## src/rtl/uart_auth_rcv_if.sv

```systemverilog
// rtl/uart_auth_rcv_if.sv - serial line, rider sense and receive/authorization outputs
interface uart_auth_rcv_if;
  logic       RX;
  logic       rider_off;
  logic [7:0] rx_data;
  logic       byte_vld;
  logic       frm_err;
  logic       pwr_up;

  modport master (
    output RX, rider_off,
    input  rx_data, byte_vld, frm_err, pwr_up
  );

  modport slave (
    input  RX, rider_off,
    output rx_data, byte_vld, frm_err, pwr_up
  );
endinterface

```

## src/rtl/uart_auth_rcv.sv

```systemverilog
// rtl/uart_auth_rcv.sv - 8N1 UART receiver with rider-authorization power gating FSM
module uart_auth_rcv #(
  parameter int         BAUD_DIV  = 2604,
  parameter logic [7:0] GO_CODE   = 8'h47,
  parameter logic [7:0] STOP_CODE = 8'h53
) (
  input logic           clk,
  input logic           rst,
  uart_auth_rcv_if.slave bus
);
  localparam int CW = $clog2(BAUD_DIV) + 1;
  localparam logic [CW-1:0] FULL     = CW'(BAUD_DIV);
  localparam logic [CW-1:0] FULL_M1  = CW'(BAUD_DIV - 1);
  localparam logic [CW-1:0] HALF     = CW'(BAUD_DIV / 2);
  localparam logic [CW-1:0] ONE      = CW'(1);

  typedef enum logic [2:0] {ARM, IDLE, START, DATA, STOP} rcv_t;
  typedef enum logic [1:0] {OFF, PWR1, PWR2} auth_t;

  rcv_t          rcv, rcv_nxt;
  auth_t         auth, auth_nxt;
  logic          rx_meta, rx_s;
  logic [CW-1:0] cnt, cnt_nxt;
  logic [2:0]    bit_cnt, bit_nxt;
  logic [7:0]    shift, shift_nxt;
  logic [7:0]    data_r, data_nxt;
  logic          vld_r, vld_nxt;
  logic          err_r, err_nxt;
  logic          pwr_r;
  logic          expire;

  assign expire = (cnt == ONE);

  always_ff @(posedge clk) begin
    if (rst) begin
      rx_meta <= 1'b1;
      rx_s    <= 1'b1;
      rcv     <= ARM;
      cnt     <= '0;
      bit_cnt <= '0;
      shift   <= '0;
      data_r  <= '0;
      vld_r   <= 1'b0;
      err_r   <= 1'b0;
      auth    <= OFF;
      pwr_r   <= 1'b0;
    end else begin
      rx_meta <= bus.RX;
      rx_s    <= rx_meta;
      rcv     <= rcv_nxt;
      cnt     <= cnt_nxt;
      bit_cnt <= bit_nxt;
      shift   <= shift_nxt;
      data_r  <= data_nxt;
      vld_r   <= vld_nxt;
      err_r   <= err_nxt;
      auth    <= auth_nxt;
      pwr_r   <= (auth_nxt != OFF);
    end
  end

  // Counter is reused: up-count of idle cycles in ARM, down-count to mid-bit elsewhere.
  always_comb begin
    rcv_nxt   = rcv;
    cnt_nxt   = cnt;
    bit_nxt   = bit_cnt;
    shift_nxt = shift;
    data_nxt  = data_r;
    vld_nxt   = 1'b0;
    err_nxt   = 1'b0;
    case (rcv)
      ARM: begin
        if (!rx_s) begin
          cnt_nxt = '0;
        end else if (cnt == FULL_M1) begin
          cnt_nxt = '0;
          rcv_nxt = IDLE;
        end else begin
          cnt_nxt = cnt + ONE;
        end
      end
      IDLE: begin
        if (!rx_s) begin
          cnt_nxt = HALF;
          rcv_nxt = START;
        end
      end
      START: begin
        if (!expire) begin
          cnt_nxt = cnt - ONE;
        end else if (rx_s) begin
          rcv_nxt = IDLE;
        end else begin
          bit_nxt = '0;
          cnt_nxt = FULL;
          rcv_nxt = DATA;
        end
      end
      DATA: begin
        if (!expire) begin
          cnt_nxt = cnt - ONE;
        end else begin
          shift_nxt = {rx_s, shift[7:1]};
          cnt_nxt   = FULL;
          bit_nxt   = bit_cnt + 3'd1;
          if (bit_cnt == 3'd7) rcv_nxt = STOP;
        end
      end
      STOP: begin
        if (!expire) begin
          cnt_nxt = cnt - ONE;
        end else if (rx_s) begin
          data_nxt = shift;
          vld_nxt  = 1'b1;
          rcv_nxt  = IDLE;
        end else begin
          err_nxt = 1'b1;
          cnt_nxt = '0;
          rcv_nxt = ARM;
        end
      end
      default: rcv_nxt = ARM;
    endcase
  end

  // A fresh GO in PWR2 wins over a simultaneous dismount.
  always_comb begin
    auth_nxt = auth;
    case (auth)
      OFF:  if (vld_r && data_r == GO_CODE) auth_nxt = PWR1;
      PWR1: if (vld_r && data_r == STOP_CODE) auth_nxt = bus.rider_off ? OFF : PWR2;
      PWR2: begin
        if (vld_r && data_r == GO_CODE) auth_nxt = PWR1;
        else if (bus.rider_off)         auth_nxt = OFF;
      end
      default: auth_nxt = OFF;
    endcase
  end

  assign bus.rx_data  = data_r;
  assign bus.byte_vld = vld_r;
  assign bus.frm_err  = err_r;
  assign bus.pwr_up   = pwr_r;
endmodule

```

## src/flat_wrapper.sv

```systemverilog
// flat-port wrapper written by rule: the top's interface ports become plain ports
module uart_auth_rcv_flat 
#(
  parameter int         BAUD_DIV  = 2604,
  parameter logic [7:0] GO_CODE   = 8'h47,
  parameter logic [7:0] STOP_CODE = 8'h53
)
  (clk, rst, bus_RX, bus_rider_off, bus_rx_data, bus_byte_vld, bus_frm_err, bus_pwr_up);
  uart_auth_rcv_if bus_i ();
  input logic clk;
  input logic rst;
  input wire logic [$bits(bus_i.RX)-1:0] bus_RX;
  input wire logic [$bits(bus_i.rider_off)-1:0] bus_rider_off;
  output wire logic [$bits(bus_i.rx_data)-1:0] bus_rx_data;
  output wire logic [$bits(bus_i.byte_vld)-1:0] bus_byte_vld;
  output wire logic [$bits(bus_i.frm_err)-1:0] bus_frm_err;
  output wire logic [$bits(bus_i.pwr_up)-1:0] bus_pwr_up;
  assign bus_i.RX = bus_RX;
  assign bus_i.rider_off = bus_rider_off;
  assign bus_rx_data = bus_i.rx_data;
  assign bus_byte_vld = bus_i.byte_vld;
  assign bus_frm_err = bus_i.frm_err;
  assign bus_pwr_up = bus_i.pwr_up;
  uart_auth_rcv #(.BAUD_DIV(BAUD_DIV), .GO_CODE(GO_CODE), .STOP_CODE(STOP_CODE)) u_core (.clk(clk), .rst(rst), .bus(bus_i));
endmodule
```

## config.mk

```make
export PLATFORM = sky130hd
export DESIGN_NAME = uart_auth_rcv_flat
export DESIGN_NICKNAME = d
export VERILOG_FILES = /design/src/rtl/uart_auth_rcv_if.sv /design/src/rtl/uart_auth_rcv.sv /design/src/flat_wrapper.sv
export SDC_FILE = /design/constraint.sdc
export NUM_CORES = 1
export LEC_CHECK = 0
export BUFFER_PORTS_ARGS = -buffer_cell sky130_fd_sc_hd__buf_4
export CAP_MARGIN = 20
export CELL_PAD_IN_SITES_DETAIL_PLACEMENT = 1
export CELL_PAD_IN_SITES_GLOBAL_PLACEMENT = 1
export CORE_MARGIN = 2
export CORE_UTILIZATION = 49
export CTS_CLUSTER_SIZE = 24
export DETAILED_ROUTE_END_ITERATION = 6
export PLACE_DENSITY_LB_ADDON = 0.1
export SETUP_SLACK_MARGIN = 0.05
export SKIP_CTS_REPAIR_TIMING = 1
export SYNTH_ARGS = -nofsm -noshare
export SYNTH_HDL_FRONTEND = slang
export SYNTH_SLANG_ARGS = --single-unit
```

## constraint.sdc

```tcl
create_clock -name clk -period 3.1 [get_ports clk]
set_input_delay 0.62 -clock clk [delete_from_list [all_inputs] [get_ports clk]]
set_output_delay 0.62 -clock clk [all_outputs]
set_load 0.03 [all_outputs]
```

==> flow_results.org, run 1 <==
** Detailed routing
- In the routed design, unresolved DRC markers number 0.
- The first detailed-routing pass ran for 4 iterations.
- The detail route stage leaves a number of antenna-violating nets equal to 0.
- First DRT Iteration DRCs :: 153
- After detailed routing, the average wire length per cell comes to 17.4 um.
- The routed layout has ~2,400 vias.
- Overall routed net length :: 6790 um
- Dividing the detail-routed via count by the number of cells gives 6.14.

** Synthesis
- Gate Count Post-Synth :: roughly 320
- The cell area that synthesis handed to floorplanning was 2580 um^2.
- Area share of the largest cell type after synthesis :: 0.326
- The post-synthesis compound-gate area fraction is 0.225.
- By area, the combinational part of the netlist is dominated by simple AND/OR/NAND/NOR gates.
- Synthesized-area fraction occupied by and/or/nand/nor cells :: 0.316
- Xor-xnor portion of the synthesized cell area :: 0
- Synth async-reset ratio :: 0
- Share of synthesized area occupied by flip-flops and latches :: 0.326
- Of the total synthesized cell area, the portion taken by full adders, half adders and majority gates is 0.0243.
- For this run, the leading register cell type out of synthesis is dfxtp_1.
- By area the synthesized netlist is led by dfxtp_1, a21oi_1, nand2_1.
- The Yosys step of the flow raised 0 warnings.
- Portion of netlist area occupied by mux cells :: 0.0389
- After synthesis, the netlist uses 62 different library cells.
- Yosys mapped a number of flops with a built-in enable equal to 0.
- Number of synthesized register bits :: between 40 and 50
- The number of nets in the synthesized netlist is 324.
- Average cell area after synthesis :: roughly 8 um^2
- Synth area leader :: dfxtp_1

** Finish
- Relative to the synthesized area, the layout overhead comes to 7.97%.
- The number of antenna diodes in the final layout is 0.
- In the final layout, the share of cells above drive strength 1 is 0.163.
- Fill cells in the final layout number 652.
- In the final design database the tool counted between 300 and 400 nets.

** Power
- The internal power of the cells totals 0.775 mW.
- Of the total power, registers draw 0.531.
- For this design the static power due to leakage is 1.03 nW.
- Net switching power :: roughly 0.27 mW
- Of the total power, combinational logic draws 0.116.
- Power Dens Cells :: around 380 nW/um^2
- The worst-case IR drop observed on VDD is roughly 0.00027 V.
- Proportion of total power due to net switching :: 0.262
- Fraction of power consumed by the clock network :: 0.353

** Clock tree
- Inserted Clock Buffers :: 5
- Clock root cell :: clkbuf_8
- The clock drives 42 sinks.
- TritonCTS built the clock tree.
- Maximum number of buffers from clock root to sink :: 2
- Level count of the clock H-tree :: 2
- At the later pin of the worst-skew pair, clock insertion delay measures 0.29 ns.
- Clock transition at the registers of the reported paths :: roughly 0.08 ns

** Die
- Placeable core region :: between 5000 and 6000 um^2
- The floorplan step set the die height to around 77 um.
- The floorplan has 26 rows.
- In this run the horizontal extent of the chip is 76.5 um.
- Number of placed I/O pins :: 15
- For this configuration, the core starts out at a cell density of 0.508.
- Full die area :: 5850 um^2

** Global routing
- Sum of overflow across all layers after global routing :: 0
- Maximum number of pins on one net before global-route repair :: 43
- The initial antenna violation count came to 0.
- For this run, the total global-route usage over all layers was measured as 0.244.
- First-pass GRT wire length :: 11,600 um
- The number of global-route vias before repair came to roughly 2,300.

** STA
- Setup repair after global routing left no endpoint under its margin.
- For this run, the top clock speed supported by timing is approximately 400 MHz.
- The clock arrives with 0.00468 ns of skew.
- WHS :: 0.425 ns
- Final-layout setup total negative slack :: 0 ns
- The final-report max-slew violation count is 0.
- Dividing the final minimum period by the clock period gives 0.816.
- Relative max-transition margin :: 0.599
- Counting I/O delays and the setup requirement, the final critical path takes 2.53 ns.
- The total count of hold-check failures in the final report was 0.
- Final-report setup violation count :: 0
- Worst Max-Slew Pin Slew :: 0.602 ns

** Setup path
- Req. time, crit path :: 3.29 ns
- The worst register-to-register path has a setup slack of 0.57 ns.
- At the worst endpoint, the arrival time is roughly 2.7 ns.
- The worst setup path is launched from a flip-flop.
- Class of the most critical setup path :: reg2reg
- STA classifies the critical path endpoint as a flip-flop.
- Max FO, Critical Path :: 11
- Worst Reg2Reg Path Length in Cells :: 6
- Worst r2r dst :: u_core.cnt[4]
- The startpoint identified for the worst register-to-register timing path is u_core.cnt[0].

** Placed design
- The count of buffers added on input and output ports is 14.
- Half-perimeter wire length of the detailed placement result :: between 4000 and 5000 um
- At the end of routability-driven placement, the weighted congestion stood at 0.867.

** Min path
- Hold endpoint :: u_core.rx_s
- Class of the worst hold path :: reg2reg
- Start point of the worst min-delay path :: u_core.rx_meta
- Along the worst hold path, the cell count comes to 1.

** Run
- Number of maximum-capacitance violations :: 0

** Outcome
- The flow ran to the end, and the final reports show no timing, DRC or antenna violations.
==> per-layer routing <==
layer	wire length, um	GRT usage
met1	3310	0.341
met3	196	0.0367
met5	0	0
met4	57	0.0600
met2	3220	0.394
==> synthesized netlist by cell type (all sizes together), types with 4 or more instances <==
library cell / number
dfxtp: 42
nor2: 30
nor2b: 6
a21oi: 23
nor4: 9
o21ai: 17
inv: 14
buf: 9
or2: 4
nand2b: 5
nand2: 29
nor3b: 6
ha: 5
nand3: 8
nand4: 7
clkbuf: 15
nor3: 11
o32ai: 5
or4: 4
or3: 4
a221oi: 6
mux2i: 10
==> power groups by stage <==
stage               Sequential [mW]  Clock (mW)  Combinational, mW
floorplan                     0.567           0             0.0892
global placement              0.569           0              0.119
detailed placement            0.570           0              0.121
CTS                           0.557       0.388              0.121
global route                  0.559       0.403              0.134
finish                        0.557       0.371              0.122
==> cell families after synthesis <==
logic type,Yosys count
buf+inv,38
compound gates,82
mux,10
simple gates,138
fa+ha+maj,5
flops,42
==> stage by stage <==
stage / setup WS, ns / area, um^2 / total power [mW] / cells / utilization
3_5_place_dp: 0.628 / 2690 / 0.690 / 381 / 0.529
4_1_cts: 0.610 / 2780 / 1.07 / 389 / 0.548
6_report: 0.569 / 2780 / 1.05 / 389 / 0.548
5_1_grt: 0.415 / 2780 / 1.10 / 389 / 0.548
3_3_place_gp: 0.727 / 2690 / 0.688 / 381 / 0.529
2_1_floorplan: 1.04 / 2580 / 0.657 / 315 / -
==> worst max-delay path, stage by stage (launching register included) <==
cell	delay, ns
dfxtp_1	0.47
ha_1	0.23
nor4b_2	0.51
nand4_4	0.22
o22a_1	0.41
and3_1	0.25
a2111oi_2	0.33
==> layout by cell type, fill, tap and decap left out, types with 4 or more instances in the layout <==
master / n
nand2_1: 29
buf_4: 20
ha_1: 5
nor2_1: 28
inv_1: 14
o21ai_0: 17
nor4_1: 7
or2_2: 4
nand2b_1: 5
nand4_1: 6
a21oi_1: 23
nor3_1: 10
nor3b_1: 6
clkbuf_8: 6
nor2b_1: 6
o32ai_1: 5
nand3_1: 7
mux2i_1: 10
dfxtp_1: 42
==> final cells by class <==
class	count	area (um^2)	area share
multi-input combinational	235	1560	0.559
sequential	42	841	0.302
timing repair buffer	20	150	0.0540
tap	70	87.6	0.0315
clock buffer	6	82.6	0.0297
inverter	14	52.6	0.0189
clock inverter	2	12.5	0.00450
==> worst max-delay path by stage <==
stage / from / depth (start not counted) / endpoint
2_1_floorplan: u_core.cnt[0] / 6 / u_core.cnt[2]
3_3_place_gp: u_core.cnt[1] / 7 / u_core.cnt[4]
3_5_place_dp: u_core.cnt[0] / 6 / u_core.cnt[4]
4_1_cts: u_core.cnt[0] / 6 / u_core.cnt[4]
5_1_grt: u_core.cnt[0] / 6 / u_core.cnt[4]
6_report: u_core.cnt[0] / 6 / u_core.cnt[4]
==> state kept, by name, summed over array words and instances (netlist names) <==
| register | flops |
|---|---|
| u_core.rx_s | 1 |
| u_core.cnt | 13 |
| u_core.bit_cnt | 3 |
| u_core.rx_meta | 1 |
| u_core.bus.pwr_up | 1 |
| u_core.bus.rx_data | 8 |
| u_core.bus.frm_err | 1 |
| u_core.bus.byte_vld | 1 |
| u_core.shift | 8 |
| u_core.rcv | 3 |
| u_core.auth | 2 |
Note: power is estimated with default switching activity, not from simulation.
==> inputs of run 2 (changes only) <==
--- a/config.mk
+++ b/config.mk
@@ -10,7 +10,7 @@
 export CELL_PAD_IN_SITES_DETAIL_PLACEMENT = 1
 export CELL_PAD_IN_SITES_GLOBAL_PLACEMENT = 1
 export CORE_MARGIN = 2
-export CORE_UTILIZATION = 49
+export CORE_UTILIZATION = 46
 export CTS_CLUSTER_SIZE = 24
 export DETAILED_ROUTE_END_ITERATION = 6
 export PLACE_DENSITY_LB_ADDON = 0.1
==> constraint.sdc (replaced) <==
create_clock -name clk -period 2.4 [get_ports clk]
set_input_delay 0.48 -clock clk [delete_from_list [all_inputs] [get_ports clk]]
set_output_delay 0.48 -clock clk [all_outputs]
set_load 0.03 [all_outputs]
==> run 2 against run 1 <==
  * Via count up 6.2%
  * Die area up 6.2%
  * Final cell count up 5.9%
  * Sequential share of layout area down 2.1 points
  * Largest power group unchanged
  * Critical path depth up 3
  * Routed wire length up 6.8%
  * Critical endpoint is now u_core.cnt[7]
  * Sequential power up 29%
==> flow_results.org, run 2 (synthesis gave the netlist of run 1 again) <==
** STA
- Worst Max-Slew Pin Slew :: 0.518 ns (-0.0840 ns)
- The final-report max-slew violation count came to 0 (unchanged).
- The post-route minimum period is 2.22 ns (-0.315 ns).
- Worst setup skew after layout :: 0.00432 ns (-0.000358 ns)
- The worst slew margin relative to its limit is 0.654 (+0.0556).
- Achievable clock frequency :: 451 MHz (+14%)
- The final hold slack was 0.346 ns (-0.0796 ns).
- The total count of hold-check failures in the final report is 0 (unchanged).
- The number of setup violations in the final report came to 0 (unchanged).
- Final-layout setup total negative slack :: 0 ns (unchanged)
- Final worst-path cycle share :: 0.923 (+0.107)
- Setup repair after global routing could not meet its margin everywhere.

** Global routing
- GRT Util Overall :: 0.248 (+0.00447)
- The first-pass GRT wire length was 12,400 um (+6.2%).
- The layer flagged by global routing as most heavily used is met2.
- The global-route congestion overflow total was 0 (unchanged).
- Initial antenna violation count :: 0 (unchanged)
- Via count of the first global-routing pass :: 2,514 (+9.0%)
- Maximum number of pins on one net before global-route repair :: 43 (unchanged)
- The global-route met1 utilization came to 0.336 (-0.00529).
- Met2 usage in global routing :: 0.400 (+0.00619)
- Met3 Track Usage GR :: 0.0534 (+0.0167)

** Die
- The core box area came to 5470 um^2 (+7.8%).
- The starting utilization of the core area was 0.471 (-0.0369).
- The placement row count was 27 (+3.8%).
- Number of placed I/O pins :: 15 (unchanged)
- Full die area :: 6210 um^2 (+6.2%)
- The die span in y came to 78.8 um (+3.0%).
- Die extent in x :: 78.8 um (+3.0%)

** Placed design
- The post-placement cell count came to 400 (+5.0%).
- The number of port buffers is 14 (unchanged).
- The placed standard-cell area came to 2820 um^2 (+4.8%).
- Weighted congestion at the end of routability-driven global placement :: 0.833 (-3.9%)
- The half-perimeter wire length after placement was 5200 um (+6.0%).

** Detailed routing
- First DRT Iteration DRCs :: 107 (-30%)
- Number of vias after detailed routing :: 2,539 (+6.2%)
- The number of optimization iterations in the first detailed-route pass was 4 (unchanged).
- Final routed DRC violation total :: 0 (unchanged)
- The residual antenna-violating net count after detailed routing came to 0 (unchanged).
- Average routed wire per standard cell :: 17.6 um (+0.85%)
- Overall routed net length :: 7250 um (+6.8%)
- The via density per instance was 6.16 (+0.30%).

** Setup path
- The count of buffer and inverter cells on the critical path came to 3 (+3).
- Max FO, Critical Path :: 7 (-4)
- The critical path data arrival time is 2.38 ns (-0.35 ns).
- The depth of the worst register-to-register path came to 9 (+3).
- Worst r2r src :: u_core.cnt[1]
- Most common cell type on the critical path :: buf_4
- The endpoint identified for the worst register-to-register timing path is u_core.cnt[7].
- Endpoint kind of the worst setup timing path :: flip-flop
- Slack of the worst reg-to-reg path :: 0.18 ns (-0.39 ns)
- The largest individual stage delay along the critical path comes from the cell or4b_4.
- The worst setup path is of the reg2reg kind.
- CP delay by family, top :: simple AND/OR/NAND/NOR gates
- Req. time, crit path :: 2.57 ns (-0.72 ns)
- Delay of the slowest cell on the worst path :: 0.50 ns (about the same)
- Traced cell by cell, the critical path runs through inv_1 > ha_1 > or4b_4 > nor4_4 > buf_4 > buf_4 > nor3_1 > o21ai_1 > a221oi_2.
- The worst setup path is launched from a flip-flop.

** Power
- Largest vdd supply drop :: 0.000234 V (-14%)
- The reported leakage power was 1.15 nW (+11%).
- The cell area power density came to 490 nW/um^2 (+30%).

** Clock tree
- TritonCTS built the clock tree.
- The number of clock buffers inserted by TritonCTS is 5 (unchanged).
- The clock latency of the later-clocked register in the worst-skew pair was 0.29 ns (about the same).
- The root buffer cell chosen for the clock tree is clkbuf_8.
- Clock transition at the registers of the reported paths :: 0.08 ns (about the same)
- The largest buffer count on any clock path is 2 (unchanged).
- Sink count of the clock tree :: 42 (unchanged)
- The level count of the clock H-tree came to 2 (unchanged).

** Finish
- The share of final-layout standard cells stronger than drive strength 1 is 0.221 (+0.0576).
- The fill cell total of the finished layout is 678 (+4.0%).
- Cell area after layout :: 3000 um^2 (+7.8%)
- The number of nets in the finished design was 348 (+6.4%).
- The non-filler instance count after layout was 412 (+5.9%).
- Leaving out fill and tap cells, the most frequent cells in the layout are buf_4, dfxtp_1, nand2_1, nor2_1, a21oi_1.
- The final antenna diode count is 0 (unchanged).
- More flip-flops sit in one register than any other, and that register is u_core.cnt.
- The number of flip-flops under the largest register name came to 13 (unchanged).
- Area Growth Syn to Fin :: 16.4%

** Min path
- The path class of the tightest hold or removal check is in2reg.
- The number of instances on the worst hold path was 2 (+1).
- The worst hold path terminates at u_core.auth[1].
- Start point of the worst min-delay path :: bus_rider_off

** Outcome
- Status :: finished, final reports clean

** Run
- The max-cap check violation count is 0 (unchanged).
==> run 2: through the flow <==
step / total power [mW] / setup WS, ns / util
2_1_floorplan: 0.848 / 0.345 / -
3_3_place_gp: 0.894 / 0.172 / 0.515
3_5_place_dp: 0.898 / 0.0999 / 0.515
4_1_cts: 1.46 / 0.0730 / 0.535
5_1_grt: 1.53 / 0.0309 / 0.548
6_report: 1.47 / 0.184 / 0.548
==> run 2: how the worst max path moves through the flow <==
stage	to	slack, ns	cells after the start	from
after floorplan	u_core.cnt[2]	0.34	6	u_core.cnt[0]
after global placement	u_core.cnt[2]	0.17	6	u_core.cnt[0]
after detailed placement	u_core.bus.rx_data[1]	0.1	6	u_core.cnt[0]
after CTS	u_core.bus.rx_data[1]	0.07	6	u_core.cnt[0]
after global routing	u_core.cnt[4]	0.03	8	u_core.cnt[1]
final	u_core.cnt[7]	0.18	9	u_core.cnt[1]
==> run 2: per-layer routing <==
layer	routed length [um]	share of wire
met5	0	0
met4	102	0.014
met3	485	0.067
met2	3320	0.46
met1	3340	0.46
==> run 2: final cells by class <==
| type | instances | area (um^2) | share of cell area |
|---|---|---|---|
| clock buffer | 6 | 72.6 | 0.0242 |
| inverter | 14 | 52.6 | 0.0175 |
| timing repair buffer | 41 | 308 | 0.103 |
| tap | 72 | 90.1 | 0.0301 |
| multi-input combinational | 235 | 1600 | 0.532 |
| clock inverter | 2 | 37.5 | 0.0125 |
| sequential | 42 | 842 | 0.281 |
==> run 2: where the power goes <==
group | switching [mW] | internal, mW
clock | 0.253 | 0.311
sequential | 0.0129 | 0.706
combinational | 0.107 | 0.0789
==> inputs of run 3 (changes only) <==
--- a/config.mk
+++ b/config.mk
@@ -5,15 +5,16 @@
 export SDC_FILE = /design/constraint.sdc
 export NUM_CORES = 1
 export LEC_CHECK = 0
+export ABC_AREA = 1
 export BUFFER_PORTS_ARGS = -buffer_cell sky130_fd_sc_hd__buf_4
 export CAP_MARGIN = 20
 export CELL_PAD_IN_SITES_DETAIL_PLACEMENT = 1
 export CELL_PAD_IN_SITES_GLOBAL_PLACEMENT = 1
 export CORE_MARGIN = 2
-export CORE_UTILIZATION = 46
+export CORE_UTILIZATION = 43
 export CTS_CLUSTER_SIZE = 24
 export DETAILED_ROUTE_END_ITERATION = 6
-export PLACE_DENSITY_LB_ADDON = 0.1
+export PLACE_DENSITY = 0.79
 export SETUP_SLACK_MARGIN = 0.05
 export SKIP_CTS_REPAIR_TIMING = 1
 export SYNTH_ARGS = -nofsm -noshare
==> run 3 against run 2 <==
  * Critical path type unchanged
  * Via count is 1.9% higher
  * Fmax is 11% higher
  * Worst hold slack better by 0.0041 ns
  * Final area is 4.3% lower
  * Clock power is 4.8% higher
==> flow_results.org, run 3 <==
** Outcome
- Status :: finished, final reports clean

** Detailed routing
- The residual antenna-violating net count after detailed routing was 0 (unchanged).
- The number of remaining DRC errors came to 0 (unchanged).
- Routed via count divided by cell count :: 5.19 (-16%)
- The detailed-route wire length per cell came to 14.5 um (-17%).
- The total via count in the routed design was 2,586 (+1.9%).
- Overall routed net length :: 7230 um (-0.22%)
- The DRC marker count from the first detailed-route iteration was 121 (+13%).
- The number of optimization iterations in the first detailed-route pass was 4 (unchanged).

** STA
- Worst Max-Slew Pin Slew :: 0.484 ns (-0.0337 ns)
- The top achievable clock speed was 502 MHz (+11%).
- Final-layout setup total negative slack :: 0 ns (unchanged)
- The number of setup violations in the final report was 0 (unchanged).
- The worst slew margin relative to its limit was 0.677 (+0.0225).
- The final worst-path cycle share was 0.830 (-0.0932).
- RSZ-0062 raised after global routing :: no
- The post-route minimum period was 1.99 ns (-0.224 ns).
- Worst setup skew after layout :: 0.00512 ns (+0.000799 ns)
- The final-report max-slew violation count is 0 (unchanged).
- Final Hold Viols :: 0 (unchanged)

** Finish
- Most common cell after layout, fill and taps aside :: nand2_1
- The area growth from synthesis to layout is 8.22%.
- More flip-flops sit in one register than any other, and that register is u_core.cnt.
- Cell area after layout :: 2870 um^2 (-4.3%)
- The number of flip-flops under the largest register name is 13 (unchanged).
- Number of antenna repair diodes :: 0 (unchanged)
- Share of cells above drive strength 1 :: 0.118 (-0.102)
- The post-route core utilization was 0.482 (-0.0663).
- The number of nets in the finished design came to 431 (+24%).
- The fill cell total of the finished layout is 821 (+21%).
- Final non-filler cell total :: 498 (+21%)
- Highest-count cells in the layout ignoring fill and taps :: nand2_1, nor2_1, inv_1, dfxtp_1, nand3_1

** Synthesis
- Post-synthesis instance area :: 2650 um^2 (+2.9%)
- Xor-xnor portion of the synthesized cell area :: 0.0165 (+0.0165)
- The gate count after technology mapping came to 413 (+31%).
- The area share of the leading cell type in the synthesized netlist is 0.317 (-0.00909).
- Area contributors post-synth :: dfxtp_1, nand2_1, nor2_1
- Count of flip-flops with a built-in enable after synthesis :: 0 (unchanged)
- The post-synthesis compound-gate area fraction is 0.126 (-0.0993).
- The synthesized design spends more area on one cell type than any other, namely dfxtp_1.
- The number of warnings reported in the yosys synthesis log was 0 (unchanged).
- Most common library cells after synthesis :: nand2_1, nor2_1, inv_1
- Post-synthesis share of cell area spent on full adders, half adders and majority gates :: 0.0236 (-0.000676)
- Synth unique cells :: 32 (-48%)
- Average cell area after synthesis :: 6.42 um^2 (-22%)
- Share of synthesized area occupied by flip-flops and latches :: 0.317 (-0.00909)
- Synthesized-area fraction occupied by and/or/nand/nor cells :: 0.402 (+0.0861)
- After synthesis, the largest family of logic cells by area is simple AND/OR/NAND/NOR gates.
- Synth async-reset ratio :: 0 (unchanged)
- Number of synthesized register bits :: 42 (unchanged)
- The net count after synthesis came to 422 (+30%).
- Portion of netlist area occupied by mux cells :: 0 (-0.0389)
- In the synthesized netlist the dominant register cell turns out to be dfxtp_1.
- Leading cell type by number of instances after synthesis :: nand2_1

** Min path
- Class of the worst hold path :: in2reg

** Power
- Post-layout power :: 3.14 mW (+110%)
- Largest vdd supply drop :: 0.000569 V (+140%)
- The reported leakage power came to 1.37 nW (+19%).
- The cell area power density is 1100 nW/um^2 (+120%).

** Die
- Initial Util :: 0.445 (-0.0258)
- Full die area :: 6810 um^2 (+9.5%)
- The number of top-level pins is 15 (unchanged).
- Placement row count :: 28 (+3.7%)
- The core box area was 5960 um^2 (+8.8%).
- The width of the chip came to 82.5 um (+4.7%).
- Y dimension of the die :: 82.5 um (+4.7%)

** Clock tree
- TritonCTS built the clock tree.
- The number of clock buffers inserted by TritonCTS is 5 (unchanged).
- Sink count of the clock tree :: 42 (unchanged)
- Clock Latency Late Sink :: 0.31 ns (+0.02 ns)
- Clock root cell :: clkbuf_8
- The level count of the clock H-tree came to 2 (unchanged).
- The largest buffer count on any clock path came to 2 (unchanged).
- The clock input transition at the sequential cells of the worst setup and hold paths came to 0.09 ns (about the same).

** Setup path
- The critical path data arrival time came to 2.20 ns (-0.18 ns).
- STA classifies the critical path endpoint as a flip-flop.
- STA classifies the critical path startpoint as a flip-flop.
- The depth of the worst register-to-register path came to 10 (+1).
- Worst r2r dst :: u_core.cnt[4]
- Max FO, Critical Path :: 17 (+10)
- In this run the worst setup path terminates at u_core.cnt[4].
- The register-to-register setup slack was 0.41 ns (+0.22 ns).
- Class of the most critical setup path :: reg2reg
- Setup crit start :: u_core.cnt[1]
- Worst r2r src :: u_core.cnt[1]
- The required time at the endpoint of the critical path is 2.61 ns (+0.04 ns).

** Global routing
- First-pass GRT wire length :: 12,000 um (-3.2%)
- GRT Util Overall :: 0.230 (-0.0178)
- Sum of overflow across all layers after global routing :: 0 (unchanged)
- Via count of the first global-routing pass :: 2,543 (+1.2%)
- Maximum number of pins on one net before global-route repair :: 21 (-51%)
- Initial antenna violation count :: 0 (unchanged)

** Placed design
- The weighted congestion at the end of routability-driven global placement is 0.859 (+3.1%).
- Half-perimeter wire length of the detailed placement result :: 5650 um (+8.6%)
- Number of port buffers :: 14 (unchanged)
- The post-placement cell count was 490 (+23%).
- The placed standard-cell area is 2760 um^2 (-2.2%).

** Run
- The max-cap check violation count came to 0 (unchanged).
run 3: power by group:
| group | leakage [nW] | switching, mW | internal (mW) |
|---|---|---|---|
| combinational | 0.972 | 1.06 | 0.543 |
| sequential | 0.340 | 0.173 | 0.781 |
| clock | 0.0585 | 0.278 | 0.312 |
| total | 1.37 | 1.51 | 1.64 |
run 3: cell type report:
cell class	count	area (um^2)	share of cell area
Sequential cell	42	841	0.293
Tap cell	75	93.8	0.0327
Clock buffer	5	68.8	0.0240
Timing Repair Buffer	17	128	0.0445
Multi-Input combinational cell	307	1500	0.524
Inverter	49	189	0.0659
Clock inverter	3	43.8	0.0153
run 3: cells by family after synthesis:
| group | Yosys count |
|---|---|
| and+or+nand+nor | 236 |
| adders and majority gates | 5 |
| buffers and inverters | 64 |
| DFF | 42 |
| xor gates and xnor gates | 5 |
| AOI/OAI and AO/OA | 61 |
run 3: worst max-delay path, cell delays in order, from the launching register on:
cell and delay (ns):
dfxtp_1 0.43, inv_1 0.10, ha_1 0.21, nand2_1 0.11
nor2_4 0.07, nand4_4 0.19, clkinv_4 0.11, nor2_4 0.37
nand2_1 0.14, nor2_1 0.11, nor2_1 0.05
run 3: layer usage:
metal,wire [um],track usage,up-vias
met5,0,0,-
met4,107,0.0672,0
met3,131,0.0337,10
met2,3490,0.402,20
met1,3500,0.294,1223
li1,-,-,1333
run 3: worst min-delay path by stage:
stage / start / end / slack, ns / depth (start not counted)
after floorplan: u_core.rx_meta / u_core.rx_s / 0.39 / 1
after global placement: u_core.rx_meta / u_core.rx_s / 0.39 / 1
after detailed placement: u_core.rx_meta / u_core.rx_s / 0.40 / 1
after CTS: bus_RX / u_core.rx_meta / 0.35 / 2
after global routing: bus_RX / u_core.rx_meta / 0.35 / 2
final: bus_RX / u_core.rx_meta / 0.35 / 2
run 3: per-stage QoR:
step                      hold WS [ns]  setup WS [ns]
after floorplan                  0.389          0.849
after global routing             0.352          0.203
after CTS                        0.346          0.365
after detailed placement         0.399          0.394
after global placement           0.391          0.523
final                            0.350          0.408
